==> config.mk <==
export PLATFORM = sky130hd
export DESIGN_NAME = instruction_fetch_flat
export DESIGN_NICKNAME = d
export VERILOG_FILES = /design/src/rtl/instruction_fetch_if.sv /design/src/rtl/instruction_fetch.sv /design/src/flat_wrapper.sv
export SDC_FILE = /design/constraint.sdc
export NUM_CORES = 1
export LEC_CHECK = 0
export BUFFER_PORTS_ARGS = -buffer_cell sky130_fd_sc_hd__buf_2
export CORE_UTILIZATION = 54
export DETAILED_ROUTE_END_ITERATION = 8
export PLACE_DENSITY = 0.85
export SLEW_MARGIN = 0
export SYNTH_ARGS = -nofsm -noshare
export SYNTH_HDL_FRONTEND = slang
export SYNTH_SLANG_ARGS = --single-unit
==> constraint.sdc <==
create_clock -name clk -period 4.1 [get_ports clk]
set_clock_uncertainty 0.05 [all_clocks]
set_input_delay 0.615 -clock clk [delete_from_list [all_inputs] [get_ports clk]]
set_output_delay 0.615 -clock clk [all_outputs]
set_load 0.01 [all_outputs]
==> src/rtl/instruction_fetch_if.sv <==
// rtl/instruction_fetch_if.sv - fetch-unit signal bundle: control inputs, memory port and fetched-word outputs
interface instruction_fetch_if #(
    parameter int D = 12
);
    logic         start;
    logic         stall;
    logic         branchTaken;
    logic [D-1:0] branchTarget;
    logic [8:0]   machineCode;
    logic [D-1:0] programCounter;
    logic [8:0]   instruction;
    logic [D-1:0] instrAddr;
    logic         instrValid;
    logic         done;

    modport master (
        input  start, stall, branchTaken, branchTarget, machineCode,
        output programCounter, instruction, instrAddr, instrValid, done
    );

    modport slave (
        output start, stall, branchTaken, branchTarget, machineCode,
        input  programCounter, instruction, instrAddr, instrValid, done
    );
endinterface

==> src/rtl/instruction_fetch.sv <==
// rtl/instruction_fetch.sv - IDLE/RUN/HALTED fetch unit; BRANCH_RELATIVE_EN makes branches instrAddr-relative
module instruction_fetch #(
    parameter int D = 12
) (
    input  logic               clk,
    input  logic               reset,
    instruction_fetch_if.master bus
);
    typedef enum logic [1:0] {IDLE, RUN, HALTED} state_t;

    localparam logic [8:0] HALT_WORD = 9'h1FF;

    state_t       state, state_nxt;
    logic [D-1:0] pc_q, pc_nxt;
    logic [8:0]   instr_q, instr_nxt;
    logic [D-1:0] addr_q, addr_nxt;
    logic         valid_q, valid_nxt;
    logic         done_q, done_nxt;
    logic [D-1:0] target;

`ifdef BRANCH_RELATIVE_EN
    // Offset is two's complement, so a plain D-bit add gives the wrapped result.
    assign target = addr_q + bus.branchTarget;
`else
    assign target = bus.branchTarget;
`endif

    always_ff @(posedge clk or posedge reset) begin
        if (reset) begin
            state   <= IDLE;
            pc_q    <= '0;
            instr_q <= '0;
            addr_q  <= '0;
            valid_q <= 1'b0;
            done_q  <= 1'b0;
        end else begin
            state   <= state_nxt;
            pc_q    <= pc_nxt;
            instr_q <= instr_nxt;
            addr_q  <= addr_nxt;
            valid_q <= valid_nxt;
            done_q  <= done_nxt;
        end
    end

    always_comb begin
        state_nxt = state;
        pc_nxt    = pc_q;
        instr_nxt = instr_q;
        addr_nxt  = addr_q;
        valid_nxt = valid_q;
        case (state)
            IDLE, HALTED: begin
                if (bus.start) begin
                    state_nxt = RUN;
                    pc_nxt    = '0;
                    valid_nxt = 1'b0;
                end
            end
            RUN: begin
                if (bus.branchTaken) begin
                    pc_nxt    = target;
                    valid_nxt = 1'b0;
                end else if (bus.stall) begin
                    state_nxt = RUN;
                end else if (bus.machineCode == HALT_WORD) begin
                    state_nxt = HALTED;
                    valid_nxt = 1'b0;
                end else begin
                    instr_nxt = bus.machineCode;
                    addr_nxt  = pc_q;
                    valid_nxt = 1'b1;
                    pc_nxt    = pc_q + D'(1);
                end
            end
            default: state_nxt = IDLE;
        endcase
        done_nxt = (state_nxt == HALTED);
    end

    assign bus.programCounter = pc_q;
    assign bus.instruction    = instr_q;
    assign bus.instrAddr      = addr_q;
    assign bus.instrValid     = valid_q;
    assign bus.done           = done_q;
endmodule

==> src/flat_wrapper.sv <==
// flat-port wrapper written by rule: the top's interface ports become plain ports
module instruction_fetch_flat 
#(
    parameter int D = 12
)
  (clk, reset, bus_start, bus_stall, bus_branchTaken, bus_branchTarget, bus_machineCode, bus_programCounter, bus_instruction, bus_instrAddr, bus_instrValid, bus_done);
  instruction_fetch_if #(.D(D)) bus_i ();
  input  logic clk;
  input  logic reset;
  input wire logic [$bits(bus_i.start)-1:0] bus_start;
  input wire logic [$bits(bus_i.stall)-1:0] bus_stall;
  input wire logic [$bits(bus_i.branchTaken)-1:0] bus_branchTaken;
  input wire logic [$bits(bus_i.branchTarget)-1:0] bus_branchTarget;
  input wire logic [$bits(bus_i.machineCode)-1:0] bus_machineCode;
  output wire logic [$bits(bus_i.programCounter)-1:0] bus_programCounter;
  output wire logic [$bits(bus_i.instruction)-1:0] bus_instruction;
  output wire logic [$bits(bus_i.instrAddr)-1:0] bus_instrAddr;
  output wire logic [$bits(bus_i.instrValid)-1:0] bus_instrValid;
  output wire logic [$bits(bus_i.done)-1:0] bus_done;
  assign bus_i.start = bus_start;
  assign bus_i.stall = bus_stall;
  assign bus_i.branchTaken = bus_branchTaken;
  assign bus_i.branchTarget = bus_branchTarget;
  assign bus_i.machineCode = bus_machineCode;
  assign bus_programCounter = bus_i.programCounter;
  assign bus_instruction = bus_i.instruction;
  assign bus_instrAddr = bus_i.instrAddr;
  assign bus_instrValid = bus_i.instrValid;
  assign bus_done = bus_i.done;
  instruction_fetch #(.D(D)) u_core (.clk(clk), .reset(reset), .bus(bus_i));
endmodule
======== After elaboration in Yosys (flattened, before gate mapping) ========
Cells that the tools add are included.
storage, ports and cells
  memory bits (writable) .................. 0
  input bits .............................. 26
  bits in read-only memories .............. 0
  memories kept ........................... 0
  output and inout bits ................... 35
  latch bits .............................. 0
  word-level logic and storage cells ...... 38
  register bits ........................... 37
operators by class
  shift-type cells ........................ 0
  add/sub/neg operators ................... 1
  divide/modulo/power cells ............... 0
  multipliers ............................. 0
  multiplexer cells ....................... 15
  reductions and logical operators ........ 6
  equality and inequality tests ........... 7
  bitwise logic cells ..................... 3
  order comparisons ....................... 0
operators by type and width
  cell                                           count
  two-way mux 12 bit                             4
  case mux 12 bit (2 select lines)               1
  adder 12 x 1 -> 12 bit, second input constant  1
  == test 9 bit, second input constant           1
  two-way mux 2 bit                              4
  AND reduction 4 bit                            2
  != test 3 bit, second input constant           2
  == test 2 bit, second input constant           2
  two-way mux 1 bit                              4
  case mux 2 bit (2 select lines)                1
  inverter 1 bit                                 3
  AND reduction 3 bit                            1
  == test 2 x 1 -> 1 bit, second input constant  1
  logical NOT 2 bit                              1
  != test 2 bit, second input constant           1
  case mux 1 bit (2 select lines)                1
  nonzero test 2 bit                             1
  OR reduction 2 bit                             1

======== Longest topological paths before layout ========
Gate-level depths: netlist of the first run.
  word-level depth ........................ 6
  depth in mapped cells ................... 6
  gate-level depth less buffers ........... 5

======== Worst setup path after synthesis of the first run ========
No wires, ideal clock.
  path kind ............................... input to register
  start ................................... in bus_machineCode[5]
  end ..................................... reg u_core.addr_q[2] (netlist: u_core.bus.instrAddr[2])
  buffers on the path ..................... 2
  stages .................................. 6
  path slack .............................. 2,078 ps
  data arrival time ....................... 1,845 ps
  cells stage by stage .................... nand4_2 -> or3_1 -> clkbuf_1 -> nand2_2 -> buf_6 -> mux2_1
between the ends
  cells in the longest elaborated chain, start to end .. 3
ends and longest elaborated chain
  item                           line                     source
  start, declared                flat_wrapper.sv:14       input wire logic [$bits(bus_i.machineCode)-1:0] bus_machineCode;
  == test 9 bit                  instruction_fetch.sv:66  end else if (bus.machineCode == HALT_WORD) begin
  inverter 1 bit (no line)       -
  AND reduction 4 bit (no line)  -
  end signal, assigned           instruction_fetch.sv:40  addr_q <= addr_nxt;
  end, declared                  instruction_fetch.sv:16  logic [D-1:0] addr_q, addr_nxt;
Every way passes these cells.
A chain may end at the register's enable or synchronous reset.

======== Final worst setup path of the first run ========
  start ................................... in bus_machineCode[5]
  end ..................................... reg u_core.addr_q[11] (netlist: u_core.bus.instrAddr[11])
The elaborated chain is that of the path after synthesis.

==> results_tabular.tex, run 1 <==
\begin{tabular}{lr}
\hline
Metric & Value \\
\hline
\multicolumn{2}{l}{\textbf{Status}} \\
\quad Status & finished, final reports clean \\
\multicolumn{2}{l}{\textbf{STA}} \\
\quad Pin slew with the least headroom to its limit & 0.6791 ns \\
\quad Number of failing hold endpoints at the final stage & 0 \\
\quad Total setup violations reported at the end of the flow & 0 \\
\quad Headroom to the max-slew limit & 0.5455 \\
\quad Aggregate negative setup slack & 0 ns \\
\quad Final worst setup slack & 2.190 ns \\
\quad Setup repair after global routing missed its margin & false \\
\quad Tmin final & 1.910 ns \\
\quad Final max-slew violation count & 0 \\
\quad Post-route clock period utilization & 0.4657 \\
\quad Timing-limited maximum frequency & 523.7 MHz \\
\multicolumn{2}{l}{\textbf{Logic synthesis}} \\
\quad Synthesized-area fraction occupied by and/or/nand/nor cells & 0.1768 \\
\quad Dominant combinational cell family by area after synthesis & simple AND/OR/NAND/NOR gates \\
\quad Net count after synthesis & 196 \\
\quad FF+latch count, synth & 37 \\
\quad EDFF count, synth & 0 \\
\quad XOR/XNOR share of the synthesized area & 0.004778 \\
\quad Count of synthesis-stage warnings from yosys & 0 \\
\quad Post-synthesis instance total & 169 \\
\quad Async set or reset register ratio after synthesis & 1.000 \\
\quad Mux cell area share after synthesis & 0.1058 \\
\quad Average instance area after synthesis & 10.85 um\^{}2 \\
\quad Share of the yosys chip area belonging to registers & 0.5051 \\
\quad Area of the mapped netlist & 1833 um\^{}2 \\
\quad Ys flop type & sky130\_fd\_sc\_hd\_\_dfrtp\_1 \\
\quad Adder and majority gate portion of the synthesized area & 0.006826 \\
\quad Number of distinct library cells after synthesis & 46 \\
\quad Complex-gate fraction of the synthesized area & 0.1611 \\
\multicolumn{2}{l}{\textbf{Floorplanning}} \\
\quad Io pins & 61 \\
\quad Chip Width & 60.26 um \\
\quad Number of standard-cell rows in the floorplan & 20 \\
\quad Area enclosed by the die boundary & 3631 um\^{}2 \\
\quad Area of the core region & 3128 um\^{}2 \\
\quad Height of the die & 60.26 um \\
\quad Initial core utilization & 0.5860 \\
\multicolumn{2}{l}{\textbf{Clocking}} \\
\quad Clock latency on the worst-skew pair & 0.34 ns \\
\quad Maximum number of buffers from clock root to sink & 2 \\
\quad Number of H-tree levels & 2 \\
\quad TritonCTS clock tree & yes \\
\quad Root Buffer Master & sky130\_fd\_sc\_hd\_\_clkbuf\_4 \\
\quad Clock-pin transition on the worst setup and hold timing paths & 0.10 ns \\
\quad Cts bufs inserted & 5 \\
\quad Post-CTS setup repair buffer count & 0 \\
\quad Number of buffers added to fix hold violations after cts & 0 \\
\quad Sinks on the clock net & 37 \\
\quad \# resized after CTS & 0 \\
\multicolumn{2}{l}{\textbf{Layout}} \\
\quad Antenna Cells & 0 \\
\quad Nets & 257 \\
\quad Leading cell type in the layout, fill and taps excluded & sky130\_fd\_sc\_hd\_\_buf\_2 \\
\quad Most frequent cells in the layout & sky130\_fd\_sc\_hd\_\_buf\_2 (60), sky130\_fd\_sc\_hd\_\_dfrtp\_1 (37), sky130\_fd\_sc\_hd\_\_o21ai\_0 (20) \\
\quad Area overhead of the layout relative to synthesis & 20.14\% \\
\quad Ratio of cells with drive above 1 in the final layout & 0.3983 \\
\multicolumn{2}{l}{\textbf{Critical path}} \\
\quad Reg2reg setup slack & 2.19 ns \\
\quad Slowest library cell on the worst path & sky130\_fd\_sc\_hd\_\_or3\_1 \\
\quad Type of element launching the critical path & input pin \\
\quad Critical-path maximum fanout & 16 \\
\quad Setup crit end kind & register \\
\quad Setup Crit Path Kind & input pin to register \\
\quad Arrival time at the worst endpoint & 2.09 ns \\
\quad Reg2Reg Depth & 4 \\
\quad Required time at the worst-slack endpoint & 4.28 ns \\
\quad Launch point of the worst reg-to-reg path & u\_core.state[1] \\
\quad Cell-by-cell listing of the critical path & buf\_2 > nand4\_2 > or3\_1 > nand2\_2 > mux2\_2 \\
\quad End of the worst register-to-register path & u\_core.bus.instruction[1] \\
\quad Delay of the slowest cell on the worst path & 0.49 ns \\
\multicolumn{2}{l}{\textbf{Place}} \\
\quad Final GP Congestion & 0.8180 \\
\quad Worst Setup Slack post-DPL & 1.861 ns \\
\quad Port Buf Inserts & 60 \\
\quad Half-perimeter wire length after detailed placement & 3001 um \\
\multicolumn{2}{l}{\textbf{Global routing}} \\
\quad Vias in the first global route & 1481 \\
\quad Wire length of the first global-routing pass & 6699 um \\
\quad GRT Overall Usage & 0.2548 \\
\quad Number of antenna violations at the first check in global routing & 0 \\
\quad Maximum number of pins on one net before global-route repair & 30 \\
\quad Total congestion overflow after global routing & 0 \\
\multicolumn{2}{l}{\textbf{Routing}} \\
\quad Total iterations of the first detailed-routing run & 4 \\
\quad DR vias & 1588 \\
\quad Detailed router's first-iteration violation count & 81 \\
\quad Average detailed-routed wire length per instance & 15.19 um \\
\quad Final wirelength & 4177 um \\
\quad Number of routed nets with antenna violations & 0 \\
\quad Ratio of routed vias to standard cells & 5.775 \\
\quad Final routed DRC violation total & 0 \\
\multicolumn{2}{l}{\textbf{Power and ir drop}} \\
\quad PD cells & 396.1 nW/um\^{}2 \\
\quad P\_leak & 1.010 nW \\
\quad Post-layout power & 872.3 uW \\
\quad Peak supply drop & 211.7 uV \\
\multicolumn{2}{l}{\textbf{Hold path}} \\
\quad Hold WC Path Type & input pin to asynchronous set/reset pin \\
\multicolumn{2}{l}{\textbf{Job}} \\
\quad Max-capacitance violation count & 0 \\
\hline
\end{tabular}
==> critical path, delay by kind of cell <==
kind                   cells  cell delay (ns)
buffers and inverters      1             0.09
multiplexers               1             0.38
AND/OR/NAND/NOR            3             1.00
==> cell type report <==
class | count | area, um^2
Timing Repair Buffer | 61 | 307.8
Inverter | 8 | 30.03
Clock buffer | 8 | 48.80
Fill cell | 248 | 925.9
Multi-Input combinational cell | 117 | 834.6
Tap cell | 44 | 55.05
Sequential cell | 37 | 925.9
==> flip-flops by register name, summed over array words and instances, names as in the netlist <==
register,cells
u_core.bus.instruction,9
u_core.bus.instrAddr,12
u_core.bus.done,1
u_core.state,2
u_core.bus.programCounter,12
u_core.bus.instrValid,1
==> power breakdown <==
| group | internal, mW | switching (mW) | total, mW |
|---|---|---|---|
| Clock | 0.0683 | 0.110 | 0.178 |
| Sequential | 0.420 | 0.0477 | 0.468 |
| Combinational | 0.105 | 0.121 | 0.226 |
| Total | 0.594 | 0.278 | 0.872 |
==> kinds of logic after synthesis <==
kind of cell | count (synthesis)
multiplexers | 17
XOR/XNOR | 1
AO/OA/AOI/OAI | 46
adder cells (fa/ha/maj) | 1
flip-flops | 37
AND/OR/NAND/NOR | 52
buffers and inverters | 15
==> metal layers <==
metal,GRT usage,part of all wire
met1,0.3352,0.45
met2,0.4019,0.46
met3,0.07576,0.075
met4,0.08306,0.011
met5,0,0
==> how the worst max path moves through the flow <==
stage	startpoint	cells past startpoint	slack [ns]	to
floorplan	bus_machineCode[5]	6	2.08	u_core.bus.instrAddr[2]
global placement	bus_machineCode[5]	5	1.85	u_core.bus.instrAddr[7]
detailed placement	bus_machineCode[5]	5	1.86	u_core.bus.instrAddr[11]
CTS	u_core.state[1]	4	2.19	u_core.bus.instruction[1]
global route	bus_branchTaken	5	2.11	u_core.bus.programCounter[5]
finish	bus_machineCode[5]	5	2.19	u_core.bus.instrAddr[11]
==> Yosys cell counts, types with 2 or more instances <==
cell type	instances	share of area
sky130_fd_sc_hd__a21oi_1	4	0.011
sky130_fd_sc_hd__a22oi_1	3	0.012
sky130_fd_sc_hd__a2bb2oi_1	2	0.0096
sky130_fd_sc_hd__buf_6	2	0.012
sky130_fd_sc_hd__clkbuf_1	3	0.0061
sky130_fd_sc_hd__dfrtp_1	37	0.51
sky130_fd_sc_hd__inv_1	8	0.016
sky130_fd_sc_hd__mux2_2	14	0.086
sky130_fd_sc_hd__nand2_1	6	0.012
sky130_fd_sc_hd__nand2b_1	3	0.010
sky130_fd_sc_hd__nand3_1	6	0.016
sky130_fd_sc_hd__nand4_1	2	0.0068
sky130_fd_sc_hd__nor2_1	5	0.010
sky130_fd_sc_hd__nor2b_1	3	0.010
sky130_fd_sc_hd__nor3_1	11	0.030
sky130_fd_sc_hd__nor4_1	2	0.0068
sky130_fd_sc_hd__o21a_1	3	0.012
sky130_fd_sc_hd__o21ai_0	20	0.055
sky130_fd_sc_hd__o221ai_1	2	0.0096
sky130_fd_sc_hd__o22ai_1	3	0.010
sky130_fd_sc_hd__o31ai_1	4	0.016
sky130_fd_sc_hd__or3_1	2	0.0068
==> metrics by stage <==
stage / hold slack, ns / cells / utilization / area [um^2]
floorplan: 0.4640 / 169 / - / 1833
global placement: 0.4166 / 267 / 0.6884 / 2153
detailed placement: 0.4314 / 267 / 0.6884 / 2153
CTS: 0.2187 / 275 / 0.7040 / 2202
global route: 0.2476 / 275 / 0.7040 / 2202
finish: 0.2179 / 275 / 0.7040 / 2202
(Power assumes the default switching activity.)
==> run 2, diff against run 1 <==
--- a/config.mk
+++ b/config.mk
@@ -5,10 +5,11 @@
 export SDC_FILE = /design/constraint.sdc
 export NUM_CORES = 1
 export LEC_CHECK = 0
+export ABC_AREA = 1
 export BUFFER_PORTS_ARGS = -buffer_cell sky130_fd_sc_hd__buf_2
-export CORE_UTILIZATION = 54
+export CORE_UTILIZATION = 46
 export DETAILED_ROUTE_END_ITERATION = 8
-export PLACE_DENSITY = 0.85
+export PLACE_DENSITY = 0.76
 export SLEW_MARGIN = 0
 export SYNTH_ARGS = -nofsm -noshare
 export SYNTH_HDL_FRONTEND = slang
==> constraint.sdc (replaced) <==
create_clock -name clk -period 1.7 [get_ports clk]
set_clock_uncertainty 0.05 [all_clocks]
set_input_delay 0.255 -clock clk [delete_from_list [all_inputs] [get_ports clk]]
set_output_delay 0.255 -clock clk [all_outputs]
set_load 0.01 [all_outputs]
==> run 2 against run 1 <==
  * Non-clock buffer count up 1
  * Worst setup slack worse by 2.0 ns
  * Core utilization down 11 points
  * Die area up 27%
  * Largest power group unchanged
  * Sequential share of layout area down 3.9 points
  * Count of clock-buffer cells in the layout down 1
  * Cell count up 29%
==> results_tabular.tex, run 2 <==
\begin{tabular}{lr}
\hline
Metric & Value \\
\hline
\multicolumn{2}{l}{\textbf{Logic synthesis}} \\
\quad Area of the mapped netlist & 2004 um\^{}2 (+9.4\%) \\
\quad FF+latch count, synth & 37 (unchanged) \\
\quad Async set or reset register ratio after synthesis & 1.000 (unchanged) \\
\quad EDFF count, synth & 0 (unchanged) \\
\quad Cell taking the most area after synthesis & sky130\_fd\_sc\_hd\_\_dfrtp\_1 \\
\quad Most frequent cells after synthesis & sky130\_fd\_sc\_hd\_\_nand2\_1 (73), sky130\_fd\_sc\_hd\_\_dfrtp\_1 (37), sky130\_fd\_sc\_hd\_\_inv\_1 (32), sky130\_fd\_sc\_hd\_\_o21ai\_2 (23), sky130\_fd\_sc\_hd\_\_nand3\_1 (19) \\
\quad Number of distinct library cells after synthesis & 27 (-41\%) \\
\quad Count of synthesis-stage warnings from yosys & 0 (unchanged) \\
\quad Average instance area after synthesis & 8.249 um\^{}2 (-24\%) \\
\quad Share of the yosys chip area belonging to registers & 0.4619 (-0.04320) \\
\quad Largest cells by area after synthesis & sky130\_fd\_sc\_hd\_\_dfrtp\_1 (46\%), sky130\_fd\_sc\_hd\_\_nand2\_1 (14\%), sky130\_fd\_sc\_hd\_\_o21ai\_2 (10\%) \\
\quad Ys flop type & sky130\_fd\_sc\_hd\_\_dfrtp\_1 \\
\quad Post-synthesis instance total & 243 (+44\%) \\
\quad Top cell type's share of synthesized area & 0.4619 (-0.04320) \\
\quad Most frequent cell after synthesis & sky130\_fd\_sc\_hd\_\_nand2\_1 \\
\quad Net count after synthesis & 270 (+38\%) \\
\multicolumn{2}{l}{\textbf{Critical path}} \\
\quad Reg2Reg Depth & 6 (+2) \\
\quad End of the worst register-to-register path & u\_core.bus.programCounter[6] \\
\quad Critical-path maximum fanout & 11 (-5) \\
\quad Type of element launching the critical path & register \\
\quad Required time at the worst-slack endpoint & 1.87 ns (-2.41 ns) \\
\quad Setup crit end kind & register \\
\quad Launch point of the worst reg-to-reg path & u\_core.state[1] \\
\quad Arrival time at the worst endpoint & 1.67 ns (-0.42 ns) \\
\quad Setup Crit Path Kind & register to register \\
\quad Reg2reg setup slack & 0.20 ns (-1.99 ns) \\
\multicolumn{2}{l}{\textbf{Layout}} \\
\quad Nets & 332 (+29\%) \\
\quad Ratio of cells with drive above 1 in the final layout & 0.3595 (-0.03879) \\
\quad Leading cell type in the layout, fill and taps excluded & sky130\_fd\_sc\_hd\_\_nand2\_1 \\
\quad Area overhead of the layout relative to synthesis & 21.10\% \\
\quad Antenna Cells & 0 (unchanged) \\
\quad Most frequent cells in the layout & sky130\_fd\_sc\_hd\_\_nand2\_1 (73), sky130\_fd\_sc\_hd\_\_buf\_2 (60), sky130\_fd\_sc\_hd\_\_dfrtp\_1 (37) \\
\multicolumn{2}{l}{\textbf{Clocking}} \\
\quad TritonCTS clock tree & yes \\
\quad \# resized after CTS & 0 (unchanged) \\
\quad Clock latency on the worst-skew pair & 0.29 ns (-0.05 ns) \\
\quad Number of H-tree levels & 2 (unchanged) \\
\quad Clock-pin transition on the worst setup and hold timing paths & 0.08 ns (-0.02 ns) \\
\quad Number of buffers added to fix hold violations after cts & 0 (unchanged) \\
\quad Cts bufs inserted & 5 (unchanged) \\
\quad Root Buffer Master & sky130\_fd\_sc\_hd\_\_clkbuf\_8 \\
\quad Maximum number of buffers from clock root to sink & 2 (unchanged) \\
\quad Post-CTS setup repair buffer count & 0 (unchanged) \\
\quad Sinks on the clock net & 37 (unchanged) \\
\multicolumn{2}{l}{\textbf{Job}} \\
\quad Max-capacitance violation count & 0 (unchanged) \\
\multicolumn{2}{l}{\textbf{STA}} \\
\quad Tmin final & 1.500 ns \\
\quad Number of failing hold endpoints at the final stage & 0 (unchanged) \\
\quad Aggregate negative setup slack & 0 ns (unchanged) \\
\quad Total setup violations reported at the end of the flow & 0 (unchanged) \\
\quad Headroom to the max-slew limit & 0.6829 (+0.1374) \\
\quad Final max-slew violation count & 0 (unchanged) \\
\quad Setup repair after global routing missed its margin & false \\
\quad Post-route clock period utilization & 0.8822 \\
\quad Pin slew with the least headroom to its limit & 0.4757 ns (-0.2034 ns) \\
\quad Timing-limited maximum frequency & 666.8 MHz \\
\multicolumn{2}{l}{\textbf{Status}} \\
\quad Status & finished, final reports clean \\
\multicolumn{2}{l}{\textbf{Routing}} \\
\quad DR vias & 1683 (+6.0\%) \\
\quad Final wirelength & 4303 um (+3.0\%) \\
\quad Final routed DRC violation total & 0 (unchanged) \\
\quad Detailed router's first-iteration violation count & 72 (-11\%) \\
\quad Ratio of routed vias to standard cells & 4.728 (-18\%) \\
\quad Number of routed nets with antenna violations & 0 (unchanged) \\
\quad Total iterations of the first detailed-routing run & 4 (unchanged) \\
\quad Average detailed-routed wire length per instance & 12.09 um (-20\%) \\
\multicolumn{2}{l}{\textbf{Place}} \\
\quad Port Buf Inserts & 60 (unchanged) \\
\quad Final GP Congestion & 0.8537 (+4.4\%) \\
\quad Half-perimeter wire length after detailed placement & 3115 um (+3.8\%) \\
\multicolumn{2}{l}{\textbf{Power and ir drop}} \\
\quad P\_leak & 1.338 nW (+32\%) \\
\quad PD cells & 1134 nW/um\^{}2 (+190\%) \\
\quad Post-layout power & 2.752 mW (+220\%) \\
\quad Peak supply drop & 468.1 uV (+120\%) \\
\multicolumn{2}{l}{\textbf{Floorplanning}} \\
\quad Io pins & 61 (unchanged) \\
\quad Area enclosed by the die boundary & 4625 um\^{}2 (+27\%) \\
\quad Number of standard-cell rows in the floorplan & 23 (+15\%) \\
\quad Initial core utilization & 0.4905 (-0.09549) \\
\quad Area of the core region & 4086 um\^{}2 (+31\%) \\
\quad Height of the die & 68.01 um (+13\%) \\
\quad Chip Width & 68.01 um (+13\%) \\
\multicolumn{2}{l}{\textbf{Global routing}} \\
\quad Wire length of the first global-routing pass & 6755 um (+0.84\%) \\
\quad Number of antenna violations at the first check in global routing & 0 (unchanged) \\
\quad Vias in the first global route & 1448 (-2.2\%) \\
\quad GRT Overall Usage & 0.2032 (-0.05160) \\
\quad Total congestion overflow after global routing & 0 (unchanged) \\
\quad Maximum number of pins on one net before global-route repair & 44 (+47\%) \\
\multicolumn{2}{l}{\textbf{Hold path}} \\
\quad Hold WC Path Type & input pin to asynchronous set/reset pin \\
\hline
\end{tabular}
run 2: cell count changes after synthesis, moves of 4 or more:
cell                      previous run  this run
sky130_fd_sc_hd__nand3_1             6        19
sky130_fd_sc_hd__nor2_1              5        12
sky130_fd_sc_hd__o31ai_1             4         0
sky130_fd_sc_hd__or2_2               0         4
sky130_fd_sc_hd__inv_1               8        32
sky130_fd_sc_hd__nand2_1             6        73
sky130_fd_sc_hd__nor3_1             11         0
sky130_fd_sc_hd__o21ai_2             0        23
sky130_fd_sc_hd__mux2_2             14         0
sky130_fd_sc_hd__o21ai_1             0         4
sky130_fd_sc_hd__o21ai_0            20        10
run 2: worst max path at each step:
| stage | slack, ns | endpoint | from | cells after the start |
|---|---|---|---|---|
| final | 0.20 | u_core.bus.programCounter[6] | u_core.state[1] | 6 |
| after global routing | 0.06 | u_core.bus.programCounter[10] | u_core.bus.programCounter[1] | 8 |
| after CTS | 0.20 | u_core.bus.programCounter[1] | u_core.state[1] | 6 |
| after detailed placement | 0.19 | u_core.bus.programCounter[6] | bus_machineCode[6] | 9 |
| after global placement | 0.20 | u_core.bus.programCounter[0] | bus_machineCode[6] | 9 |
| after floorplan | 0.33 | u_core.bus.programCounter[10] | u_core.bus.programCounter[1] | 8 |
run 2: worst max-delay path: stages, from the launching register on:
cell                      delay, ns
sky130_fd_sc_hd__dfrtp_1       0.38
sky130_fd_sc_hd__or2_4         0.29
sky130_fd_sc_hd__nor2_8        0.12
sky130_fd_sc_hd__nand2_2       0.08
sky130_fd_sc_hd__nand2_2       0.20
sky130_fd_sc_hd__inv_1         0.15
sky130_fd_sc_hd__o21ai_0       0.16
run 2: where the power goes:
part | leakage [nW] | total (mW) | internal (mW) | switching (mW)
clock network | 0.0542 | 0.678 | 0.366 | 0.311
logic | 0.824 | 0.857 | 0.344 | 0.513
registers | 0.460 | 1.22 | 1.06 | 0.153
total | 1.34 | 2.75 | 1.77 | 0.978
run 2: routing by layer:
layer | share of wire | vias up | GRT usage
met5 | 0 | - | 0
met4 | 0.011 | 0 | 0.07552
met3 | 0.049 | 4 | 0.06167
met2 | 0.45 | 45 | 0.2953
met1 | 0.49 | 745 | 0.2815
li1 | - | 889 | -
run 2: kinds of logic after synthesis:
logic type,after synthesis,share of synthesized area
DFF,37,0.4619
adders and majority gates,1,0.006241
and+or+nand+nor,120,0.2747
AOI/OAI and AO/OA,42,0.1529
buffers and inverters,42,0.09987
xor gates and xnor gates,1,0.004370
run 2: layout make-up:
type,count,area (um^2)
fill,382,1659
sequential,37,925.9
clock inverter,1,5.005
tap,50,62.56
timing repair buffer,62,327.8
multi-input combinational,164,878.3
inverter,35,131.4
clock buffer,7,96.34
run 2: through the flow:
| stage | util | cell area [um^2] | setup WS [ns] | instances | hold slack [ns] |
|---|---|---|---|---|---|
| 4_1_cts | 0.5940 | 2427 | 0.2041 | 356 | 0.02852 |
| 6_report | 0.5940 | 2427 | 0.2002 | 356 | 0.01606 |
| 2_1_floorplan | - | 2004 | 0.3333 | 243 | 0.3123 |
| 5_1_grt | 0.5940 | 2427 | 0.05934 | 356 | 0.07323 |
| 3_5_place_dp | 0.5692 | 2326 | 0.1898 | 348 | 0.3476 |
| 3_3_place_gp | 0.5692 | 2326 | 0.1960 | 348 | 0.3400 |
